<file path="config.mk">
export PLATFORM = sky130hd
export DESIGN_NAME = class_score_accumulator
export DESIGN_NICKNAME = d
export VERILOG_FILES = /design/src/rtl/class_score_accumulator.sv
export SDC_FILE = /design/constraint.sdc
export NUM_CORES = 1
export LEC_CHECK = 0
export BUFFER_PORTS_ARGS = -buffer_cell sky130_fd_sc_hd__clkbuf_2
export CAP_MARGIN = 30
export CELL_PAD_IN_SITES_DETAIL_PLACEMENT = 1
export CELL_PAD_IN_SITES_GLOBAL_PLACEMENT = 1
export CORE_ASPECT_RATIO = 1.25
export CORE_MARGIN = 2
export CORE_UTILIZATION = 45
export DETAILED_ROUTE_END_ITERATION = 8
export GPL_TIMING_DRIVEN = 0
export PLACE_DENSITY_LB_ADDON = 0.1
export SLEW_MARGIN = 20
export SYNTH_ARGS = -nofsm -noshare
export SYNTH_HDL_FRONTEND = slang
export SYNTH_SLANG_ARGS = --single-unit
</file>
<file path="constraint.sdc">
create_clock -name clk -period 8 [get_ports clk]
set_clock_uncertainty 0.1 [all_clocks]
set_input_delay 1.6 -clock clk [delete_from_list [all_inputs] [get_ports clk]]
set_output_delay 1.6 -clock clk [all_outputs]
set_load 0.01 [all_outputs]
</file>
<file path="src/rtl/class_score_accumulator.sv">
// Ten-class linear score accumulator: streams feature-major (feature, class) beats,
// accumulates signed x*w products per class with saturation, then presents the scores.
module class_score_accumulator #(
    parameter int N_FEATURES = 784,
    parameter int DATA_W     = 8,
    parameter int ACC_W      = 26
) (
    input  logic                     clk,
    input  logic                     rst,
    input  logic                     in_valid,
    output logic                     in_ready,
    input  logic signed [DATA_W-1:0] x_in,
    input  logic signed [DATA_W-1:0] w_in,
    output logic                     out_valid,
    input  logic                     out_ready,
    output logic signed [ACC_W-1:0]  image_number_0,
    output logic signed [ACC_W-1:0]  image_number_1,
    output logic signed [ACC_W-1:0]  image_number_2,
    output logic signed [ACC_W-1:0]  image_number_3,
    output logic signed [ACC_W-1:0]  image_number_4,
    output logic signed [ACC_W-1:0]  image_number_5,
    output logic signed [ACC_W-1:0]  image_number_6,
    output logic signed [ACC_W-1:0]  image_number_7,
    output logic signed [ACC_W-1:0]  image_number_8,
    output logic signed [ACC_W-1:0]  image_number_9
);

    localparam int N_CLASSES = 10;
    localparam int FEAT_W    = (N_FEATURES > 1) ? $clog2(N_FEATURES) : 1;
    localparam int PROD_W    = 2 * DATA_W;

    localparam logic [0:0] ST_ACCUM = 1'b0;
    localparam logic [0:0] ST_DONE  = 1'b1;

    localparam logic signed [ACC_W-1:0] ACC_MAX = {1'b0, {(ACC_W-1){1'b1}}};
    localparam logic signed [ACC_W-1:0] ACC_MIN = {1'b1, {(ACC_W-1){1'b0}}};

    logic [0:0]              state;
    logic [3:0]              class_cnt;
    logic [FEAT_W-1:0]       feat_cnt;
    logic signed [ACC_W-1:0] acc [N_CLASSES];

    logic                    accept;
    logic                    last_class;
    logic                    last_beat;
    logic signed [PROD_W-1:0] prod;
    logic signed [ACC_W:0]   prod_ext;
    logic signed [ACC_W:0]   acc_ext;
    logic signed [ACC_W:0]   sum;
    logic signed [ACC_W-1:0] acc_sel;
    logic signed [ACC_W-1:0] sat_val;

    assign in_ready  = (state == ST_ACCUM);
    assign out_valid = (state == ST_DONE);
    assign accept    = in_valid && in_ready;

    assign last_class = (class_cnt == 4'(N_CLASSES - 1));
    assign last_beat  = last_class && (feat_cnt == FEAT_W'(N_FEATURES - 1));

    // Pick the accumulator addressed by the class counter without an
    // out-of-range array index for counter values 10..15.
    always_comb begin
        acc_sel = '0;
        for (int k = 0; k < N_CLASSES; k++) begin
            if (class_cnt == 4'(k)) begin
                acc_sel = acc[k];
            end
        end
    end

    assign prod     = x_in * w_in;
    assign prod_ext = (ACC_W+1)'(prod);
    assign acc_ext  = (ACC_W+1)'(acc_sel);
    assign sum      = acc_ext + prod_ext;

    // The two top bits of the widened sum disagree only on overflow; the MSB
    // then tells which rail to clamp to.
    always_comb begin
        sat_val = sum[ACC_W-1:0];
        if (sum[ACC_W] != sum[ACC_W-1]) begin
            sat_val = sum[ACC_W] ? ACC_MIN : ACC_MAX;
        end
    end

    always_ff @(posedge clk) begin
        if (rst) begin
            state     <= ST_ACCUM;
            class_cnt <= '0;
            feat_cnt  <= '0;
            for (int k = 0; k < N_CLASSES; k++) begin
                acc[k] <= '0;
            end
        end else begin
            case (state)
                ST_ACCUM: begin
                    if (accept) begin
                        for (int k = 0; k < N_CLASSES; k++) begin
                            if (class_cnt == 4'(k)) begin
                                acc[k] <= sat_val;
                            end
                        end
                        if (last_beat) begin
                            class_cnt <= '0;
                            feat_cnt  <= '0;
                            state     <= ST_DONE;
                        end else if (last_class) begin
                            class_cnt <= '0;
                            feat_cnt  <= feat_cnt + 1'b1;
                        end else begin
                            class_cnt <= class_cnt + 4'd1;
                        end
                    end
                end
                ST_DONE: begin
                    if (out_ready) begin
                        for (int k = 0; k < N_CLASSES; k++) begin
                            acc[k] <= '0;
                        end
                        state <= ST_ACCUM;
                    end
                end
                default: state <= ST_ACCUM;
            endcase
        end
    end

    assign image_number_0 = acc[0];
    assign image_number_1 = acc[1];
    assign image_number_2 = acc[2];
    assign image_number_3 = acc[3];
    assign image_number_4 = acc[4];
    assign image_number_5 = acc[5];
    assign image_number_6 = acc[6];
    assign image_number_7 = acc[7];
    assign image_number_8 = acc[8];
    assign image_number_9 = acc[9];

endmodule
</file>
* Yosys cells after proc, flatten, opt, wreduce, memory -nomap -nowiden
Memories as Yosys holds them, arrays and structs flattened.
Index checks and enable logic that the tools add are counted.
** Operators by class
- $add $sub $neg :: 3
- Multipliers :: 1
- Eq/ne operators :: 11
- Mux-type cells :: 96
- Bitwise gates (word level) :: 21
- Reduce and logical (&&, ||, !) cells :: 6
** Operators with widths (number)
- $mux 26 :: 32
- $mux 1 :: 59
- $add 26x16->27 :: 1
- $mux 10 :: 2
- $or 1x1->1 :: 20
- $eq 4x3->1 const B :: 4
- $mul 8x8->16 :: 1
- $add 10x1->10 const B :: 1
- $eq 10x10->1 const B :: 1
- $eq 4x2->1 const B :: 2
- $eq 4x4->1 const B :: 2
- $mux 4 :: 2
- $add 4x1->4 const B :: 1
- $eq 4x1->1 const B :: 1
- $logic_not 4->1 :: 1
- $reduce_and 3->1 :: 1
- $logic_and 1x1->1 :: 2
- $pmux 1 s2 :: 1
- $reduce_and 2->1 :: 1
- $reduce_bool 2->1 :: 1
- $ne 1x1->1 :: 1
- $not 1->1 :: 1
** Storage, ports and cells
- Bits in registers :: 15
- Bits in writable memories :: 260
- Input port bits :: 20
- Output and inout port bits :: 262
- Word-level logic and storage cells :: 142
- Memories :: 1
** Memories
- acc :: words 10, bits a word 26, rd ports 10, clocked after Yosys merged registers in 0, write ports 10, RTL line 41 : logic signed [ACC_W-1:0] acc [N_CLASSES];

* Longest topological paths before layout
- Depth in word-level cells :: 16
- Mapped depth :: 29
- Mapped depth without buffers :: 25

* Worst setup path after synthesis
No wires, ideal clock.
- Path type :: input port to flip-flop
- Start :: input port x_in[7]
- End :: memory acc[7][16] (data pin)
- Library setup time :: 0.265 ns
- Arrival time :: 6.970 ns
- Data required time :: 7.635 ns
- Setup slack :: 0.665 ns
- Stages :: 17
- Buffers on the path :: 0
- Cell sequence :: nand2_1 -> inv_1 -> fa_1 -> inv_1 -> fa_1 -> inv_1 -> fa_1 -> fa_1 -> fa_1 -> ha_1 -> and4_1 -> a221o_1 -> a211o_1 -> a21o_1 -> a311oi_1 -> maj3_2 -> nor2_1
** RTL lines
- from (decl) :: RTL line 12 : input logic signed [DATA_W-1:0] x_in,
- to (decl) :: RTL line 41

==> metrics <==
status=finished clean; final wirelength=approximately 62000 µm; Final Max Tran Viols=0; Critical Path RT=8.16 ns; Seq cells post-synth=275; IO Count=282; grt total ovfl=0; RSZ-0062 raised after global routing=yes; share of the yosys chip area belonging to registers=48.0%; Die Ht=221 µm; Vias=13800; fin area=0.0202 mm²; Final TNS setup=0 ns; vias in the first global route=14700; Die ar.=about 0.039 mm²; Tmin final=7.78 ns; Setup crit start kind=register; vias per std cell=slightly below 6; TritonRoute pass-1 iters=5; CTS sink cnt=~280; drt initial violations=around 1200; antenna cells=0; Worst Path Arrival=7.94 ns; Area Overhead vs Synth=19.6%; Starting Density=45.5%; initial antenna violation count=2; Worst Setup Slack, final=between 0.2 and 0.25 ns; maxcap violations=0; measured slew at the worst slew-check pin=0.893 ns; DRC=0; final setup fails=0; port bufs=280; Core Region=between 0.03 and 0.04 mm²; CP Max Fanout=10; normalized max-slew margin=40.3%; worst skew pair latency=about 0.54 ns; clk root buf=clkbuf_16; share of cells above drive strength 1=24.2%; Row Count=79; Mean Syn Cell Area=roughly 11 µm²; global-route wire length before repair=91900 µm; post-route clock period utilization=97.3%; Crit. End Element=register; ys flop type=edfxtp_1; Final nets=2022; cell count after synthesis=1506; TritonCTS buffer count=26; pre-CTS setup slack=-1.06 ns; worst hold-check path type=register to register; Mapped Area=0.0169 mm²; Crit Path Class=register to register; Post-synth EDFFs=260; RePlAce Congestion=0.899; Routed WL per cell=26.6 µm; synth unique cells=69; CTS tree=built; CTS H-tree depth=1; Final Hold Viols=0; hold_buf cts=0; FFs w/ async S/R, synth=0%; fin util=54.5%; pin count of the biggest net entering global routing=27; Synth Warn #=0; clk buf depth=3; Syn Nets=1703; Clk pin slew, worst setup/hold paths=0.07 ns; Detailed Place HPWL=48600 µm; Die W=around 180 µm; Final ANT Viol Nets=0; fmax=between 0.1 and 0.15 GHz; All-Layer GR Usage=31.8%; Area after DPL=0.0190 mm²
==> worst max-delay path, stage by stage, from the launching register on <==
cell and delay [ns]:
dfxtp_1 0.45, nand2b_2 0.32, nor3_4 0.09, buf_4 0.16, clkbuf_2 0.25, a222oi_1 0.47
a21oi_1 0.19, a211oi_2 0.47, fa_1 0.50, fa_1 0.50, fa_1 0.54, inv_1 0.05
fa_1 0.39, fa_1 0.47, ha_1 0.35, and4_1 0.30, a221oi_4 0.36, o22a_2 0.26
a211oi_2 0.09, a211o_1 0.40, o2111ai_2 0.60, a21oi_1 0.17
==> cell usage after synthesis, drive strengths merged (2+ instances only) <==
library cell | number | area [µm²]
o221ai | 3 | 26.3
a21oi | 93 | 465
or3 | 8 | 50.1
a222oi | 10 | 100
and2 | 31 | 194
o211ai | 6 | 96.3
nand2b | 15 | 93.8
nor2 | 242 | 908
o2111ai | 2 | 23.8
o21a | 4 | 30.0
a21boi | 3 | 22.5
nand3b | 2 | 15.0
nand4 | 14 | 87.6
nor4 | 2 | 12.5
nand3 | 21 | 105
a21o | 11 | 82.6
and4 | 3 | 26.3
a22oi | 38 | 285
clkbuf | 52 | 195
edfxtp | 260 | 7810
mux2i | 28 | 280
nand2 | 114 | 428
a221oi | 2 | 23.8
a211o | 7 | 61.3
inv | 108 | 405
nor3 | 10 | 55.1
a31oi | 7 | 43.8
nor2b | 10 | 62.6
or2 | 2 | 12.5
a221o | 2 | 20.0
xor2 | 8 | 70.1
fa | 116 | 2320
mux2 | 15 | 169
and3 | 7 | 43.8
o31ai | 2 | 20.0
xnor2 | 16 | 148
buf | 21 | 104
dfxtp | 15 | 300
ha | 61 | 763
maj3 | 20 | 224
nor3b | 2 | 15.0
o21bai | 2 | 15.0
a211oi | 18 | 145
o21ai | 81 | 405
==> kinds of logic (layout without fill, tap and decap cells) <==
logic type	after synthesis	after routing	synth area share [%]
XOR/XNOR	24	24	1.29
flip-flops	275	275	48.0
adder cells (fa/ha/maj)	197	197	19.6
buffers and inverters	181	517	4.17
multiplexers	43	43	2.66
AND/OR/NAND/NOR	485	485	12.6
AO/OA/AOI/OAI	301	301	11.6
==> path summary, 6_finish.rpt <==
| check | from | end | slack (ns) | cells after the start |
|---|---|---|---|---|
| worst max-delay path | class_cnt[3] | acc[3][13] | 0.22 | 21 |
| worst min-delay path | feat_cnt[9] | feat_cnt[9] | 0.39 | 1 |
| worst max register to register | class_cnt[3] | acc[3][13] | 0.22 | 21 |
| worst min register to register | feat_cnt[9] | feat_cnt[9] | 0.39 | 1 |
==> registers in the layout, indices dropped and copies added (netlist names) <==
name and cells:
acc 260, out_valid 1, feat_cnt 10, class_cnt 4
==> area by class of cell <==
type                       count  area, µm²
clock inverter                10        119
sequential                   275       8110
tap                          486        608
clock buffer                  35        706
multi-input combinational   1050       8310
inverter                     108        405
timing repair buffer         293       1570
fill                        4076      16900
buffer                        71        362
==> cells in the final DEF (no fill, tap or decap), types with 5 or more instances in the layout <==
cell / synthesis / layout
clkbuf_2: 0 / 294
edfxtp_1: 260 / 260
nor2_1: 242 / 239
fa_1: 116 / 116
inv_1: 108 / 108
nand2_1: 114 / 105
a21oi_1: 93 / 92
o21ai_0: 80 / 78
ha_1: 61 / 61
clkbuf_1: 52 / 40
a22oi_1: 38 / 38
and2_1: 31 / 31
mux2i_1: 28 / 28
clkbuf_16: 0 / 27
nand3_1: 21 / 20
buf_4: 2 / 18
maj3_4: 0 / 18
mux2_2: 15 / 15
nand2b_1: 15 / 14
nand4_1: 14 / 14
xnor2_1: 15 / 14
dfxtp_1: 15 / 14
a21o_1: 11 / 11
a222oi_1: 10 / 10
a211oi_1: 16 / 10
nor2b_1: 10 / 9
nand2_2: 0 / 9
buf_2: 14 / 8
or3_1: 8 / 8
a211oi_2: 2 / 8
xor2_1: 8 / 8
a31oi_1: 7 / 7
a211o_1: 7 / 7
and3_1: 7 / 7
clkbuf_4: 0 / 6
nor3_1: 9 / 6
clkinv_1: 0 / 5
==> what timing repair did <==
action	4_1_cts	5_1_grt
pin swaps	3	11
buffers inserted	3	6
endpoints found under the setup margin	260	260
resized for setup	56	49
==> stage by stage <==
step / hold WS (ns) / std cells
floorplan: 0.330 / 1506
global placement: 0.362 / 2272
detailed placement: 0.381 / 2276
CTS: 0.388 / 2324
global route: 0.430 / 2328
finish: 0.387 / 2328
==> layer usage <==
metal	share of wire (%)	global-route usage [%]	up-vias
met5	0	0	-
met2	53	57.0	622
met3	6.8	5.10	124
met4	3.5	12.3	0
li1	-	-	5952
met1	37	38.4	7079
Power is left out: the tool's default activity adds up to more than one toggle a clock period on the data nets, which glitch-free logic cannot reach.
